===== config.mk =====
export PLATFORM = sky130hd
export DESIGN_NAME = boot_rom_obi
export DESIGN_NICKNAME = d
export VERILOG_FILES = /design/src/rtl/dm_tb_pkg.sv /design/src/rtl/boot_rom_obi.sv
export SDC_FILE = /design/constraint.sdc
export NUM_CORES = 1
export LEC_CHECK = 0
export ABC_AREA = 1
export CORE_MARGIN = 2
export CORE_UTILIZATION = 23
export CTS_CLUSTER_DIAMETER = 40
export DETAILED_ROUTE_END_ITERATION = 6
export PLACE_DENSITY_LB_ADDON = 0.2
export SYNTH_ARGS = -nofsm -noshare
export SYNTH_HDL_FRONTEND = slang
export SYNTH_SLANG_ARGS = --single-unit

===== constraint.sdc =====
create_clock -name clk_i -period 1.1 [get_ports clk_i]
set_input_delay 0.165 -clock clk_i [delete_from_list [all_inputs] [get_ports clk_i]]
set_output_delay 0.165 -clock clk_i [all_outputs]
set_load 0.01 [all_outputs]

===== src/rtl/dm_tb_pkg.sv =====
`default_nettype none
// ---------------------------------------------------------------------------
// dm_tb_pkg : RV32I instruction encoders used to build boot stubs. Rev 1.0
// ---------------------------------------------------------------------------
package dm_tb_pkg;

   localparam logic [6:0] OPC_LUI   = 7'b0110111;
   localparam logic [6:0] OPC_JALR  = 7'b1100111;
   localparam logic [6:0] OPC_OPIMM = 7'b0010011;

   function automatic logic [31:0] lui(input logic [4:0] rd, input logic [19:0] imm);
      return {imm, rd, OPC_LUI};
   endfunction

   function automatic logic [31:0] jalr(input logic [4:0] rd, input logic [4:0] rs1,
                                        input logic [11:0] imm);
      return {imm, rs1, 3'b000, rd, OPC_JALR};
   endfunction

   function automatic logic [31:0] addi(input logic [4:0] rd, input logic [4:0] rs1,
                                        input logic [11:0] imm);
      return {imm, rs1, 3'b000, rd, OPC_OPIMM};
   endfunction

   // Canonical nop is addi x0,x0,0.
   localparam logic [31:0] NOP = 32'h0000_0013;

endpackage
`default_nettype wire


===== src/rtl/boot_rom_obi.sv =====
`default_nettype none
// ---------------------------------------------------------------------------
// boot_rom_obi : OBI read-only boot stub (lui/jalr to EntryAddr). Rev 1.0
// ---------------------------------------------------------------------------
module boot_rom_obi
   import dm_tb_pkg::*;
#(
   parameter logic [31:0] BaseAddr   = 32'h1A00_0000,
   parameter logic [31:0] EntryAddr  = 32'h1C00_0080,
   parameter int unsigned RomSize    = 4,
   parameter int unsigned DataWidth  = 32,
   parameter int unsigned WaitCycles = 0
) (
   input  logic                 clk_i,
   input  logic                 rst_i,
   input  logic                 req_i,
   input  logic                 we_i,
   input  logic [31:0]          addr_i,
   output logic                 gnt_o,
   output logic                 rvalid_o,
   output logic [DataWidth-1:0] rdata_o,
   output logic                 err_o
);

   localparam int unsigned SlotsPerWord = DataWidth / 32;
   localparam int unsigned NumWords     = (RomSize + SlotsPerWord - 1) / SlotsPerWord;
   localparam int unsigned ByteShift    = $clog2(DataWidth / 8);
   localparam int unsigned IdxW         = (NumWords > 1) ? $clog2(NumWords) : 1;
   localparam logic [32:0] RomBytes     = 33'(NumWords) << ByteShift;
   localparam logic [32:0] EndAddr      = {1'b0, BaseAddr} + RomBytes;

   // jalr sign-extends its immediate, so bump hi when bit 11 of the target is set.
   localparam logic [19:0] Hi       = EntryAddr[31:12] + 20'(EntryAddr[11]);
   localparam logic [31:0] SlotLui  = lui(5'd1, Hi);
   localparam logic [31:0] SlotJalr = jalr(5'd0, 5'd1, EntryAddr[11:0]);

   typedef logic [NumWords-1:0][DataWidth-1:0] rom_t;

   function automatic logic [31:0] slot_val(input int unsigned s);
      if (s == 0) return SlotLui;
      if (s == 1) return SlotJalr;
      return NOP;
   endfunction

   function automatic rom_t build_rom();
      rom_t r;
      r = '0;
      for (int unsigned k = 0; k < NumWords; k++) begin
         for (int unsigned j = 0; j < SlotsPerWord; j++) begin
            r[k][32*j +: 32] = slot_val(k * SlotsPerWord + j);
         end
      end
      return r;
   endfunction

   localparam rom_t Rom = build_rom();

   if (RomSize < 2 || RomSize > 256) begin : g_bad_rom_size
      $error("boot_rom_obi: RomSize must be in 2..256");
   end
   if (DataWidth != 32 && DataWidth != 64) begin : g_bad_data_width
      $error("boot_rom_obi: DataWidth must be 32 or 64");
   end
   if (WaitCycles > 15) begin : g_bad_wait_cycles
      $error("boot_rom_obi: WaitCycles must be in 0..15");
   end
   if (EndAddr > 33'h1_0000_0000) begin : g_bad_addr_range
      $error("boot_rom_obi: BaseAddr + ROM size overflows 32 bits");
   end

   typedef enum logic [1:0] {IDLE, WAIT, RESP} state_t;

   state_t          state_q, state_d;
   logic [3:0]      cnt_q, cnt_d;
   logic [IdxW-1:0] idx_q, idx_d;
   logic            err_q, err_d;

   logic        in_range;
   logic        acc_err;
   logic [31:0] offset;
   logic [31:0] word_off;

   assign in_range = (addr_i >= BaseAddr) && ({1'b0, addr_i} < EndAddr);
   assign acc_err  = we_i || !in_range;
   assign offset   = addr_i - BaseAddr;
   assign word_off = offset >> ByteShift;

   always_comb begin
      state_d  = state_q;
      cnt_d    = cnt_q;
      idx_d    = idx_q;
      err_d    = err_q;
      gnt_o    = 1'b0;
      rvalid_o = 1'b0;
      rdata_o  = '0;
      err_o    = 1'b0;
      if (!rst_i) begin
         case (state_q)
            IDLE: begin
               gnt_o = req_i;
               if (req_i) begin
                  err_d = acc_err;
                  idx_d = acc_err ? '0 : word_off[IdxW-1:0];
                  if (WaitCycles == 0) begin
                     state_d = RESP;
                  end else begin
                     state_d = WAIT;
                     cnt_d   = 4'(WaitCycles - 1);
                  end
               end
            end
            WAIT: begin
               if (cnt_q == 4'd0) begin
                  state_d = RESP;
               end else begin
                  cnt_d = cnt_q - 4'd1;
               end
            end
            RESP: begin
               rvalid_o = 1'b1;
               err_o    = err_q;
               rdata_o  = err_q ? '0 : Rom[idx_q];
               state_d  = IDLE;
            end
            default: state_d = IDLE;
         endcase
      end
   end

   always_ff @(posedge clk_i) begin
      if (rst_i) begin
         state_q <= IDLE;
         cnt_q   <= 4'd0;
         idx_q   <= '0;
         err_q   <= 1'b0;
      end else begin
         state_q <= state_d;
         cnt_q   <= cnt_d;
         idx_q   <= idx_d;
         err_q   <= err_d;
      end
   end

endmodule
`default_nettype wire

==> results of run 1 <==
## synth_stat cells
master     n
inv_1     19
inv_2      1
a31oi_1    1
buf_4     27
dfxtp_1    4
nor2_2     4
and2_1     2
conb_1     1
nand2_1   16
clkinv_1   1
o21ai_0    3
a21oi_1    2
nand3_1    2
nor2_4     1
nor3_1     2
nor2_1    14
## cells by family (layout without fill, tap and decap cells)
group	Yosys count	after routing	share of synthesized area [%]
buf+inv	48	79	48.7
simple gates	41	41	31.4
compound gates	6	6	5.41
flops	4	4	13.9
other cells	1	21	0.649
## layout make-up
type	instances	area [sq um]	share of cell area, %
inverter	21	81.3	7.18
clock buffer	3	22.5	1.99
sequential	4	82.6	7.29
timing repair buffer	55	543	48.0
tap	30	37.5	3.31
multi-input combinational	68	365	32.3
## sequential cells by signal (all words and copies together) (netlist names)
name / flops
state_q: 1
idx_q: 2
err_q: 1
## tightest hold or removal path, delay by kind of cell
kind	cells	cell delay [ns]
buf+inv	1	0.10
compound gates	1	0.05
simple gates	4	0.24
## routing by layer
metal  track usage [%]  vias to the layer above  routed length [microns]
met5                 0                        -                        0
met4              6.25                        0                       19
met3              2.50                        2                      183
met2              19.5                       45                      816
met1              6.94                      293                      406
li1                  -                      345                        -
## per-stage QoR
| step | cells | power, W |
|---|---|---|
| 6_report | 181 | 0.000616 |
| 5_1_grt | 181 | 0.000661 |
| 4_1_cts | 180 | 0.000615 |
| 3_5_place_dp | 177 | 0.000442 |
| 3_3_place_gp | 177 | 0.000438 |
| 2_1_floorplan | 120 | 0.000328 |
## report_power, final
part	switching (W)	internal [W]	leakage (nW)
clock network	0.0000513	0.000121	0.0138
logic	0.000122	0.000157	0.649
registers	0.00000707	0.000157	0.0337
## worst paths after layout
kind | from | to | slack [ns]
hold / removal | we_i | idx_q[1]$_SDFFE_PP0P_ | 0.38
setup reg to reg | state_q[1]$_SDFFE_PP0P_ | err_q$_SDFFE_PP0P_ | 0.06
hold reg to reg | idx_q[0]$_SDFFE_PP0P_ | idx_q[0]$_SDFFE_PP0P_ | 0.56
setup / recovery | state_q[1]$_SDFFE_PP0P_ | rdata_o[26] | -0.22
## repair_timing
action,in CTS,in global routing
endpoints found under the setup margin,14,17
endpoints found under the hold margin,0,0
gates resized for setup,58,33
pin swaps,3,20
setup buffers,1,1
hold buffers,0,0
==> results_dict.tcl, run 1 <==
set metrics [dict create \
    ir_drop_mv 0.233 \
    post_dp_cell_area_sq_um 1040 \
    grt.overflow.total 0 \
    htreeDepth 1 \
    synth_top_area_cell "buf_4" \
    ys_ff_latch 4 \
    drt_wl_total_microns 1430 \
    worst_ep_required_time_ns 0.94 \
    cts_tree "done" \
    hold_class "input pin to flop" \
    ys_types 16 \
    cts-root-buf "clkbuf_4" \
    clk_pin_slew_ns 0.03 \
    grt_first_pass_wirelength_microns 1970 \
    vias_per_cell 3.78 \
    cts.sinks 4 \
    holdWs_ns 0.378 \
    p_leak_nw 0.697 \
    drtIter0Drc 4 \
    final_cell_mix "conb_1, clkdlybuf4s50_1, inv_1" \
    setup-tns-final_ns -1.99 \
    gp_congestion 0.777 \
    end_kind "output port" \
    fin_area_sq_um 1130 \
    rsz0062_at_grt "true" \
    dieWidth_microns 54.1 \
    layout-drive-gt1-share_pct 32.5 \
    syn_avg_cell_area_sq_um 5.78 \
    io_buffers 47 \
    crit_fanout 4 \
    antenna_found_initial 0 \
    drc_errors 0 \
    crit_buf_inv 3 \
    fmax_ghz 0.760 \
    syn_inst 100 \
    r2r_cells 7 \
    path_class "flop to output port" \
    detail_route.wl_per_cell_microns 7.88 \
    start_util_pct 23.8 \
    status "finished with violations" \
    pre_cts_ws_ns -0.772 \
    max_stage_delay_ns 0.31 \
    diodes 0 \
    setup-violations-final 13 \
    die-area_sq_um 2930 \
    finalMaxSlewViolations 0 \
    worst_path_max_delay_cell "dfxtp_2" \
    numCtsBuffers 3 \
    grt_usage_pct 9.31 \
    final_nets 189 \
    drv_cap 0 \
    synth_area_leaders "buf_4, dfxtp_1, inv_1, nand2_1, nor2_1" \
    hold_depth 6 \
    fin_crit_sh_pct 120 \
    clock_skew_ns 0.000768 \
    yosys_warnings 0 \
    cp_data_arrival_time_ns 1.15 \
    setup_slack_ns -0.215 \
    clock_latency_ns 0.23 \
    mostFrequentLayoutCell "conb_1" \
    cpLargestDelayFamily "simple AND/OR/NAND/NOR gates" \
    drt_first_pass_iters 4 \
    synth-seq-area-share_pct 13.9 \
    cts_buffer_depth 2 \
    num_rows 18 \
    netlist.area_leader.share_pct 35.1 \
    drtAntennaViolNets 0 \
    die_h_microns 54.1 \
    post-route-min-period_ns 1.32 \
    failed_checks "negative setup slack" \
    path_depth 7 \
    area_growth_pct 95.9 \
    crit_top_cell "nor2_4" \
    hpwlAfterDp_microns 1180 \
    core-area_sq_um 2430 \
    fill_cells 265 \
    grt_max_degree 7 \
    grt_pass1_vias 580 \
    timing.final.hold_violations 0 \
    pin_count 71 \
    power.density_nw_per_um2 544 \
    vias 685 \
    cp-start-kind "flop" \
    syn_area_sq_um 578 \
    utilization_pct 46.6 \
    worstPathCellList "inv_2 -> nor2_4 -> nand2_2 -> nor2_4 -> inv_2 -> nor2_4 -> buf_2" \
]
(Power assumes the default switching activity.)
==> inputs of run 2 (changes only) <==
- CTS_CLUSTER_SIZE: not set -> 10
- PLACE_DENSITY_LB_ADDON: 0.2 -> 0.08
==> run 2 against run 1 <==
Net effect:
- the run still ends with negative setup slack left
- hold slack got worse by 0.042 ns
- final area fell by 4.4%
- clock skew is 0.0033 ns higher
- die area unchanged
- global-route usage is 0.52 points lower
- combinational power fell by 4%
- largest cell class unchanged
- sequential share of layout area increased by 0.34 points
- utilization decreased by 2.1 points
- via count shrank 5.5%
- first-iteration DRC count grew 100%
==> results_dict.tcl, run 2 (synthesis gave the netlist of run 1 again) <==
set metrics [dict create \
    fin_area_sq_um 1080 \
    rsz0062_at_grt "true" \
    worstPathCellList "inv_2 -> nor2_4 -> nand2_2 -> nor2_4 -> inv_2 -> nor2_4 -> buf_2" \
    cp_data_arrival_time_ns 1.13 \
    clock_skew_ns 0.00406 \
    setup-violations-final 14 \
    htreeDepth 1 \
    largest_reg_flops 2 \
    dieWidth_microns 54.1 \
    path_class "flop to output port" \
    cts-root-buf "clkbuf_4" \
    finalMaxSlewViolations 0 \
    failed_checks "negative setup slack" \
    num_rows 18 \
    utilization_pct 44.5 \
    start_util_pct 23.8 \
    clk_pin_slew_ns 0.04 \
    antenna_found_initial 0 \
    final_cell_mix "conb_1, clkdlybuf4s50_1, inv_1" \
    seqPwrFrac_pct 26.8 \
    cts_tree "done" \
    io_buffers 47 \
    power.switching_w 0.000184 \
    fmax_ghz 0.771 \
    pin_count 71 \
    post_dp_cell_area_sq_um 1020 \
    layout-drive-gt1-share_pct 27.5 \
    crit_top_cell "nor2_4" \
    combPwrFrac_pct 43.7 \
    grt_first_pass_wirelength_microns 1850 \
    cpLargestDelayFamily "simple AND/OR/NAND/NOR gates" \
    grt_pass1_vias 523 \
    vias 647 \
    largest_registers "idx_q x2, err_q x1, state_q x1" \
    drtIter0Drc 8 \
    final_nets 187 \
    p_clk_share_pct 29.5 \
    regMostFlops "idx_q" \
    fill_cells 288 \
    holdWs_ns 0.336 \
    diodes 0 \
    worst_ep_required_time_ns 0.94 \
    numCtsBuffers 3 \
    mostFrequentLayoutCell "conb_1" \
    drt_wl_total_microns 1330 \
    setup_slack_ns -0.197 \
    cts_buffer_depth 2 \
    gp_congestion 0.649 \
    die_h_microns 54.1 \
    ctsHoldBuffers 0 \
    cts.sinks 4 \
    drv_cap 0 \
    crit_buf_inv 3 \
    worst_path_max_delay_cell "dfxtp_2" \
    die-area_sq_um 2930 \
    detail_route.wl_per_cell_microns 7.44 \
    end_kind "output port" \
    core-area_sq_um 2430 \
    drt_first_pass_iters 2 \
    cp-start-kind "flop" \
    p_leak_nw 0.670 \
    grt_max_degree 7 \
    drtAntennaViolNets 0 \
    ir_drop_mv 0.252 \
    vias_per_cell 3.61 \
    dp.cells 175 \
    status "finished with violations" \
    clock_latency_ns 0.24 \
    grt.overflow.total 0 \
    post-route-min-period_ns 1.30 \
    instances_no_fill 179 \
    fin_crit_sh_pct 118 \
    power.density_nw_per_um2 566 \
    timing.final.hold_violations 0 \
    area_growth_pct 87.2 \
    hold_class "input pin to flop" \
    grt_usage_pct 8.78 \
    crit_fanout 4 \
    p_sw_share_pct 30.1 \
    hpwlAfterDp_microns 1100 \
    p_int_w 0.000428 \
    drc_errors 0 \
    max_stage_delay_ns 0.31 \
]
## run 2: changes by cell type in the layout (fill, tap and decap cells not counted), moves of 2 or more
cell / previous run / this run
buf_6: 7 / 3
and2_1: 0 / 2
and2_4: 2 / 0
buf_2: 6 / 8
buf_4: 7 / 5
dlygate4sd2_1: 3 / 5
## run 2: path summary, 6_finish.rpt
kind	startpoint	end	slack, ns	cells after the start
worst min register to register	err_q$_SDFFE_PP0P_	err_q$_SDFFE_PP0P_	0.57	2
worst min-delay path	addr_i[17]	idx_q[0]$_SDFFE_PP0P_	0.34	6
worst max-delay path	state_q[1]$_SDFFE_PP0P_	rdata_o[28]	-0.20	7
worst max register to register	state_q[1]$_SDFFE_PP0P_	idx_q[0]$_SDFFE_PP0P_	0.06	7
## run 2: cell type report
class                      instances  area, sq um  share of cell area (%)
sequential                         4         82.6                    7.63
tap                               30         37.5                    3.47
timing repair buffer              53          510                    47.2
inverter                          21         83.8                    7.75
clock buffer                       3         22.5                    2.08
multi-input combinational         68          345                    31.9
## run 2: worst min-delay path: cells and delay by family
kind | cells | cell delay, ns
simple gates | 4 | 0.21
buf+inv | 1 | 0.10
compound gates | 1 | 0.04
## run 2: stage by stage
step / total power [W] / setup TNS, ns / setup WS (ns)
after floorplan: 0.000328 / -0.327 / -0.126
after global placement: 0.000435 / -8.98 / -0.740
after detailed placement: 0.000438 / -9.28 / -0.764
after CTS: 0.000618 / -2.19 / -0.217
after global routing: 0.000657 / -3.18 / -0.307
final: 0.000613 / -1.96 / -0.197
## run 2: what timing repair did
action / in CTS / in global routing
setup buffers: 2 / 0
endpoints found under the setup margin: 15 / 17
pin swaps: 3 / 17
resized for setup: 55 / 20
## run 2: metal layers
| metal | part of all wire (%) | track usage, % |
|---|---|---|
| met2 | 55 | 13.5 |
| met5 | 0 | 0 |
| met3 | 12 | 3.06 |
| met1 | 34 | 9.56 |
| met4 | 0 | 7.50 |
## run 2: power groups by stage
stage                     sequential [W]  combinational, W  clock (W)
after floorplan                 0.000164          0.000164          0
after global placement          0.000164          0.000271          0
after detailed placement        0.000165          0.000273          0
after CTS                       0.000164          0.000269   0.000185
after global routing            0.000165          0.000297   0.000194
final                           0.000164          0.000268   0.000181
